==> config.mk <==
export PLATFORM = sky130hd
export DESIGN_NAME = lsu_writeback
export DESIGN_NICKNAME = d
export VERILOG_FILES = /design/src/rtl/lsu_writeback.sv
export SDC_FILE = /design/constraint.sdc
export NUM_CORES = 1
export LEC_CHECK = 0
export BUFFER_PORTS_ARGS = -buffer_cell sky130_fd_sc_hd__buf_2
export CAP_MARGIN = 20
export CORE_UTILIZATION = 50
export DETAILED_ROUTE_END_ITERATION = 7
export PLACE_DENSITY = 0.87
export REMOVE_ABC_BUFFERS = 1
export SLEW_MARGIN = 25
export SYNTH_ARGS = -nofsm -noshare
export SYNTH_HDL_FRONTEND = slang
export SYNTH_SLANG_ARGS = --single-unit
==> constraint.sdc <==
create_clock -name clk -period 3.6 [get_ports clk]
set_input_delay 0.18 -clock clk [delete_from_list [all_inputs] [get_ports clk]]
set_output_delay 0.18 -clock clk [all_outputs]
set_load 0.01 [all_outputs]
==> src/rtl/lsu_writeback.sv <==
`default_nettype none
// ============================================================================
// Module      : lsu_writeback
// Description : RV32I load/store unit: issues one memory command per request
//               and writes extended load data back to the register file.
//               Optional macro LSU_MISALIGN_TRAP_EN adds the misalign output.
// Revision    : 1.0 - initial release
// ============================================================================
module lsu_writeback #(
    parameter int N = 32
) (
    input  logic         clk,
    input  logic         rst,
    input  logic         req_valid,
    output logic         req_ready,
    input  logic         req_store,
    input  logic [2:0]   req_funct3,
    input  logic [N-1:0] req_addr,
    input  logic [N-1:0] req_wdata,
    input  logic [4:0]   req_rd,
    output logic         mem_valid,
    input  logic         mem_ready,
    output logic         mem_we,
    output logic [N-1:0] mem_addr,
    output logic [N-1:0] mem_wdata,
    output logic [3:0]   mem_wstrb,
    input  logic         mem_rvalid,
    input  logic [N-1:0] mem_rdata,
`ifdef LSU_MISALIGN_TRAP_EN
    output logic         misalign,
`endif
    output logic         RegWrite,
    output logic [4:0]   WriteReg,
    output logic [N-1:0] WriteData,
    output logic         busy
);

    typedef enum logic [1:0] {
        IDLE = 2'd0,
        REQ  = 2'd1,
        WAIT = 2'd2,
        WB   = 2'd3
    } state_t;

    localparam logic [1:0] c_SZ_BYTE = 2'd0;
    localparam logic [1:0] c_SZ_HALF = 2'd1;
    localparam logic [1:0] c_SZ_WORD = 2'd2;

    // Stores only know 000/001/010, so 100/101 fall back to word there;
    // every encoding not named by RV32I is handled as a word access.
    function automatic logic [1:0] accessSize(input logic store, input logic [2:0] f3);
        logic [1:0] sz;
        sz = c_SZ_WORD;
        if (store) begin
            if (f3 == 3'b000)      sz = c_SZ_BYTE;
            else if (f3 == 3'b001) sz = c_SZ_HALF;
        end else begin
            if (f3[1:0] == 2'b00)      sz = c_SZ_BYTE;
            else if (f3[1:0] == 2'b01) sz = c_SZ_HALF;
        end
        return sz;
    endfunction

    state_t         r_state;
    state_t         w_nextState;
    logic [N-1:0]   r_addr;
    logic [2:0]     r_funct3;
    logic           r_store;
    logic [4:0]     r_rd;
    logic [N-1:0]   r_wdata;
    logic [N-1:0]   r_rdata;
    logic           w_accept;
    logic           w_misalignReq;
    logic [1:0]     w_size;
    logic [7:0]     w_byte;
    logic [15:0]    w_half;
    logic [N-1:0]   w_loadValue;
    logic           w_regWrite;

    assign w_accept = req_valid && (r_state == IDLE);
    assign w_size   = accessSize(r_store, r_funct3);

`ifdef LSU_MISALIGN_TRAP_EN
    logic r_misalign;

    always_comb begin
        w_misalignReq = 1'b0;
        case (accessSize(req_store, req_funct3))
            c_SZ_HALF: w_misalignReq = req_addr[0];
            c_SZ_WORD: w_misalignReq = (req_addr[1:0] != 2'b00);
            default:   w_misalignReq = 1'b0;
        endcase
    end

    always_ff @(posedge clk or posedge rst) begin
        if (rst)           r_misalign <= 1'b0;
        else if (w_accept) r_misalign <= w_misalignReq;
    end

    assign misalign = (r_state == WB) && r_misalign;
`else
    logic r_misalign;
    assign w_misalignReq = 1'b0;
    assign r_misalign    = 1'b0;
`endif

    always_ff @(posedge clk or posedge rst) begin
        if (rst) begin
            r_state  <= IDLE;
            r_addr   <= '0;
            r_funct3 <= '0;
            r_store  <= 1'b0;
            r_rd     <= '0;
            r_wdata  <= '0;
            r_rdata  <= '0;
        end else begin
            r_state <= w_nextState;
            if (w_accept) begin
                r_addr   <= req_addr;
                r_funct3 <= req_funct3;
                r_store  <= req_store;
                r_rd     <= req_rd;
                r_wdata  <= req_wdata;
            end
            if (r_state == WAIT && mem_rvalid) begin
                r_rdata <= mem_rdata;
            end
        end
    end

    always_comb begin
        w_byte = r_rdata[7:0];
        case (r_addr[1:0])
            2'd0:    w_byte = r_rdata[7:0];
            2'd1:    w_byte = r_rdata[15:8];
            2'd2:    w_byte = r_rdata[23:16];
            default: w_byte = r_rdata[31:24];
        endcase
        w_half = r_addr[1] ? r_rdata[31:16] : r_rdata[15:0];

        // funct3[2] marks the unsigned load variants
        case (w_size)
            c_SZ_BYTE: w_loadValue = {{(N-8){w_byte[7] & ~r_funct3[2]}}, w_byte};
            c_SZ_HALF: w_loadValue = {{(N-16){w_half[15] & ~r_funct3[2]}}, w_half};
            default:   w_loadValue = r_rdata;
        endcase
    end

    assign w_regWrite = (r_state == WB) && !r_store && (r_rd != 5'd0) && !r_misalign;

    always_comb begin
        w_nextState = r_state;
        req_ready   = 1'b0;
        mem_valid   = 1'b0;
        mem_we      = 1'b0;
        busy        = 1'b1;
        mem_addr    = {r_addr[N-1:2], 2'b00};
        mem_wstrb   = 4'b0000;
        mem_wdata   = r_wdata;
        RegWrite    = w_regWrite;
        WriteReg    = w_regWrite ? r_rd : 5'd0;
        WriteData   = w_regWrite ? w_loadValue : '0;

        if (r_store) begin
            case (w_size)
                c_SZ_BYTE: begin
                    mem_wstrb = 4'b0001 << r_addr[1:0];
                    mem_wdata = {4{r_wdata[7:0]}};
                end
                c_SZ_HALF: begin
                    mem_wstrb = r_addr[1] ? 4'b1100 : 4'b0011;
                    mem_wdata = {2{r_wdata[15:0]}};
                end
                default: begin
                    mem_wstrb = 4'b1111;
                    mem_wdata = r_wdata;
                end
            endcase
        end

        case (r_state)
            IDLE: begin
                req_ready = 1'b1;
                busy      = 1'b0;
                if (req_valid) begin
                    w_nextState = w_misalignReq ? WB : REQ;
                end
            end
            REQ: begin
                mem_valid = 1'b1;
                mem_we    = r_store;
                if (mem_ready) begin
                    w_nextState = r_store ? IDLE : WAIT;
                end
            end
            WAIT: begin
                if (mem_rvalid) begin
                    w_nextState = WB;
                end
            end
            default: begin
                w_nextState = IDLE;
            end
        endcase
    end

endmodule
`default_nettype wire

==> qor.csv, run 1 <==
metric,value,unit
startpoint_type,register,
combPwrFrac,48.8,%
ys_ff_latch,107,
power_density,965,nW/um^2
crit_path_cell_trace,mux2i_1 > a21oi_1 > a21oi_2 > nor3_1 > buf_2,
avgSynthCellArea,11.6,sq um
wl_per_cell,18.2,microns
fin_ws,0.763,ns
initial_core_util,52.4,%
synthXorXnorAreaFrac,0,%
cts-root-buf,clkbuf_16,
critPathCaptureType,primary output,
ant_nets,0,
switchingPower,0.00268,W
criticalPathCategory,register to primary output,
route.detailed.drc,0,
yosysWarnings,0,
ir_drop,521,uV
cts.path.max_buffers,2,
tns,0,ns
synth.yosys.seq_area_share,46.4,%
worstPathRequired,3.42,ns
clk_pin_slew,0.07,ns
grt.overflow.total,0,
areaGrowthSynthToFinish,19.8,%
synth_mux_area_share,25.5,%
core_area,11000,sq um
yosys.area_share.simple,10.9,%
antenna_found_initial,0,
hp-class,primary input to asynchronous set/reset pin,
drt_pass1_iterations,5,
critPathArrivalTime,2.66,ns
tightest_slew,1.00,ns
fin_crit_sh,78.8,%
slowest_stage,a21oi_2,
grtUsageTotal,25.4,%
dieArea,12000,sq um
p_int,0.00400,W
grt_pass1_vias,4448,
slew_violations,0,
cts_hold_buf,0,
postPlaceCellArea,6610,sq um
switching_share,40.2,%
synthAdderAreaFrac,0,%
die_w,109,microns
ff2ff_setup_slack,1.35,ns
final_area,6920,sq um
setup_viol,0,
p_clk_share,15.1,%
critical_path_buf_inv_count,1,
holdWs,-0.00131,ns
r2r_cells,5,
violations,negative hold slack,
cts_tree,done,
rows,38,
skew,0.00583,ns
portBuffers,217,
routed_wl,14.7,mm
drt-vias-per-instance,5.56,
clock_sinks,107,
fin_util,62.7,%
seqPwrFrac,36.2,%
fmax,352,MHz
yosysUniqueCellTypes,42,
synth_top_family_by_area,multiplexers,
diodes,0,
die_y,109,microns
cts_buffers,9,
pre_cts_ws,1.16,ns
post_cts_resize_count,0,
synth_compound_area_share,7.99,%
drtIter0Drc,321,
max_stage_delay,0.82,ns
relSlewSlack,33.0,%
hold_viol,3,
p_leak,3.35,nW
critPathMaxFanout,20,
layout.nets,776,
cap_violations,0,
status,finished with violations,
drive_above_1_share,55.7,%
grt_first_pass_wirelength,22.9,mm
cp.depth,5,
rsz0062_at_grt,false,
htree_levels,3,
worstSkewPairLatency,0.35,ns
io_pins,220,
cts_setup_buffers,0,
min_period,2.84,ns
dpl.hpwl,10.5,mm
cp_top_family,compound AO/OA/AOI/OAI gates,
grt_max_degree,89,
dr_total_vias,4511,
synth_cells,499,
place_congestion,0.909,
synth_area,5780,sq um
==> state kept, by name, indices dropped and copies added, names as in the netlist <==
name / count
r_funct3: 3
r_rdata: 32
r_addr: 32
r_wdata: 32
r_rd: 5
r_store: 1
r_state: 2
==> logic make-up after synthesis <==
kind of cell    Yosys count
compound gates           76
buf+inv                  79
flops                   107
mux                     120
other cells               1
simple gates            116
==> metal layers <==
metal	share of wire, %	vias up	GRT usage, %	routed length [microns]
met2	50	241	43.0	7380
met3	8.8	24	7.23	1300
met5	0	-	0	0
met1	39	2206	31.1	5770
met4	2.0	0	8.95	293
li1	-	2040	-	-
==> cell usage after synthesis (all sizes together) <==
library cell  count  area share, %
mux2            117             25
dfrtp           107             46
buf              68            8.5
a21oi            43            3.8
nor2             42            2.7
nor3             24            2.5
a22oi            14            1.8
o21ai             9           0.84
and2              8           0.91
inv               8           0.52
nand2             8           0.52
nand2b            8           0.87
nor4              8           0.97
or3               7           0.76
nor2b             4           0.43
a211oi            3           0.48
clkbuf            3           0.19
mux2i             3           0.52
a21boi            2           0.26
a21o              2           0.26
nand3b            2           0.26
nor3b             2           0.45
a222oi            1           0.17
and3b             1           0.15
conb              1          0.065
o31a              1           0.15
o31ai             1           0.22
or2               1           0.15
or4               1           0.13
==> metrics by stage <==
stage               total power (W)  instances
finish                      0.00668        811
global route                0.00710        811
CTS                         0.00670        811
detailed placement          0.00565        795
global placement            0.00554        795
floorplan                   0.00444        429
==> area by class of cell <==
| type | count | area (sq um) |
|---|---|---|
| multi-input cells | 314 | 2570 |
| clock inverters | 5 | 62.6 |
| well taps | 140 | 175 |
| repair buffers | 226 | 1150 |
| flip-flops and latches | 107 | 2680 |
| clock buffers | 11 | 243 |
| inverters | 8 | 35.0 |
| fillers | 864 | 4110 |
==> power groups by stage <==
stage	Clock (W)	Combinational (W)	Sequential, W
after floorplan	0	0.00208	0.00237
after global placement	0	0.00316	0.00238
after detailed placement	0	0.00325	0.00241
after CTS	0.00103	0.00327	0.00240
after global routing	0.00108	0.00353	0.00249
final	0.00101	0.00326	0.00242
==> placed cells by master (no fill, tap or decap), drive strengths merged, types with 9 or more instances in the layout <==
cell type	Yosys	routed
nor3	24	24
a21oi	43	43
o21ai	9	9
a22oi	14	14
nor2	42	42
mux2	117	117
clkbuf	3	11
buf	68	226
dfrtp	107	107
==> worst paths after layout <==
path	start	endpoint
worst min-delay path	rst	r_wdata[29]
worst max register to register	r_state[1]	r_wdata[19]
worst max-delay path	r_addr[0]	WriteData[26]
min in group clk	req_wdata[15]	r_wdata[15]
worst min register to register	r_addr[17]	r_addr[17]
max in group asynchronous	rst	r_rdata[27]
Note: power is estimated with default switching activity, not from simulation.
==> inputs of run 2 (changes only) <==
- CORE_UTILIZATION: 50 -> 45
- PLACE_DENSITY: 0.87 -> 0.83
- clock period: 3.6 -> 2.3 ns (I/O delays scaled with it)
==> run 2 against run 1 <==
The flow now finishes without violations. First-iteration DRC count is 16% lower. Core utilization is 1.6 points higher. Clock-buffer cell count is 1 lower. Cell count is 17% higher. Die area is 11% higher. Non-clock buffer count is 104 higher. Clock power is 52% higher. Register-to-register slack worse by 0.80 ns. Sequential power is 57% higher. Hold slack better by 0.014 ns. Setup slack worse by 0.67 ns.
==> qor.csv, run 2 (synthesized netlist as in run 1, its figures left out) <==
metric,value,unit
status,"finished, final reports clean",
grt_first_pass_wirelength,26.8,mm
cts_buffers,9,
drive_above_1_share,51.6,%
dpl.hpwl,10.8,mm
relSlewSlack,61.9,%
fin_ws,0.0936,ns
skew,0.00617,ns
grt.overflow.total,0,
startpoint_type,register,
critPathMaxFanout,9,
route.detailed.drc,0,
critPathCaptureType,primary output,
clk_pin_slew,0.07,ns
worstSkewPairLatency,0.35,ns
portBuffers,217,
io_pins,220,
nFillCells,965,
areaGrowthSynthToFinish,39.9,%
place_congestion,0.895,
initial_core_util,46.0,%
cts_tree,done,
grt.met1_usage,30.0,%
critPathArrivalTime,2.09,ns
final_cell_mix,"217 x buf_2, 103 x dfrtp_1, 92 x dlygate4sd3_1, 83 x mux2_2, 41 x nor2_1",
worstPathRequired,2.18,ns
tightest_slew,0.571,ns
pre_cts_ws,0.271,ns
ant_nets,0,
clock_sinks,107,
drt_pass1_iterations,5,
ir_drop,831,uV
drtIter0Drc,270,
wl_per_cell,18.3,microns
fin_crit_sh,95.9,%
power,0.0110,W
htree_levels,3,
holdWs,0.0128,ns
mostFrequentLayoutCell,buf_2,
multiInputGateArea,2630,sq um
power_density,1360,nW/um^2
diodes,0,
rows,41,
hp-class,primary input to register,
grtUsageTotal,26.7,%
p_leak,3.82,nW
layout.nets,880,
grt_pass1_vias,5295,
hold_viol,0,
cts.path.max_buffers,2,
fmax,453,MHz
cts-root-buf,clkbuf_16,
seq_area,2680,sq um
cap_violations,0,
dr_total_vias,4993,
drt-vias-per-instance,5.27,
reg_top3,"r_addr (32), r_rdata (32), r_wdata (32)",
core_area,12600,sq um
routed_wl,17.3,mm
antenna_found_initial,0,
slowest_stage,dfrtp_2,
max_stage_delay,0.50,ns
dieArea,13300,sq um
crit_path_cell_trace,a21o_1 > a21oi_2 > buf_4 > nor2_1 > nor4_1 > buf_2,
slew_violations,0,
grtUsageMet3,6.54,%
rsz0062_at_grt,false,
fin_util,64.3,%
die_y,115,microns
use_met2,47.5,%
grt.busiest_layer,met2,
min_period,2.21,ns
setup_viol,0,
grt_max_degree,108,
criticalPathCategory,register to primary output,
die_w,115,microns
## run 2: final timing paths
check                        startpoint            to  slack (ns)  cells past startpoint
max                         r_funct3[2]  WriteData[5]        0.09                      6
min                        mem_rdata[3]    r_rdata[3]        0.01                      2
max reg2reg                  r_state[1]    r_addr[29]        0.55                      5
min reg2reg                  r_addr[12]    r_addr[12]        0.51                      1
max in group asynchronous           rst     r_addr[0]        1.37                      4
min in group asynchronous           rst    r_addr[14]        0.46                      4
## run 2: per-stage QoR
step	TNS, ns	cells	area, sq um
after global routing	0	947	8080
after floorplan	-68.40	429	5280
after detailed placement	0	839	6810
after global placement	0	839	6810
after CTS	0	947	8050
final	0	947	8080
## run 2: final cells by class
type | instances | area share, %
sequential | 107 | 33.2
multi-input combinational | 314 | 32.5
timing repair buffer | 330 | 27.5
clock buffer | 10 | 2.96
tap | 172 | 2.66
clock inverter | 6 | 0.712
inverter | 8 | 0.402
## run 2: routing by layer
metal / wire (microns) / share of wire (%)
met4: 577 / 3.3
met3: 1340 / 7.7
met1: 6710 / 39
met2: 8680 / 50
met5: 0 / 0
## run 2: report_power, final
part	switching [W]	internal [W]	leakage (nW)
Sequential	0.000957	0.00286	1.26
Clock	0.000750	0.000786	0.139
Combinational	0.00279	0.00285	2.41
Total	0.00450	0.00649	3.82
## run 2: worst max-delay path: cells and delay by family, from the launching register on
kind                   cells  cell delay (ns)
and+or+nand+nor            2             0.35
buffers and inverters      2             0.38
DFF                        1             0.50
AOI/OAI and AO/OA          2             0.51
## run 2: repair_timing
| action | 4_1_cts | 5_1_grt |
|---|---|---|
| setup endpoints to repair | 8 | 43 |
| pin swaps | 0 | 1 |
| setup buffers | 0 | 0 |
| resized for setup | 6 | 9 |
| endpoints found under the hold margin | 198 | 0 |
| hold buffers | 92 | 0 |
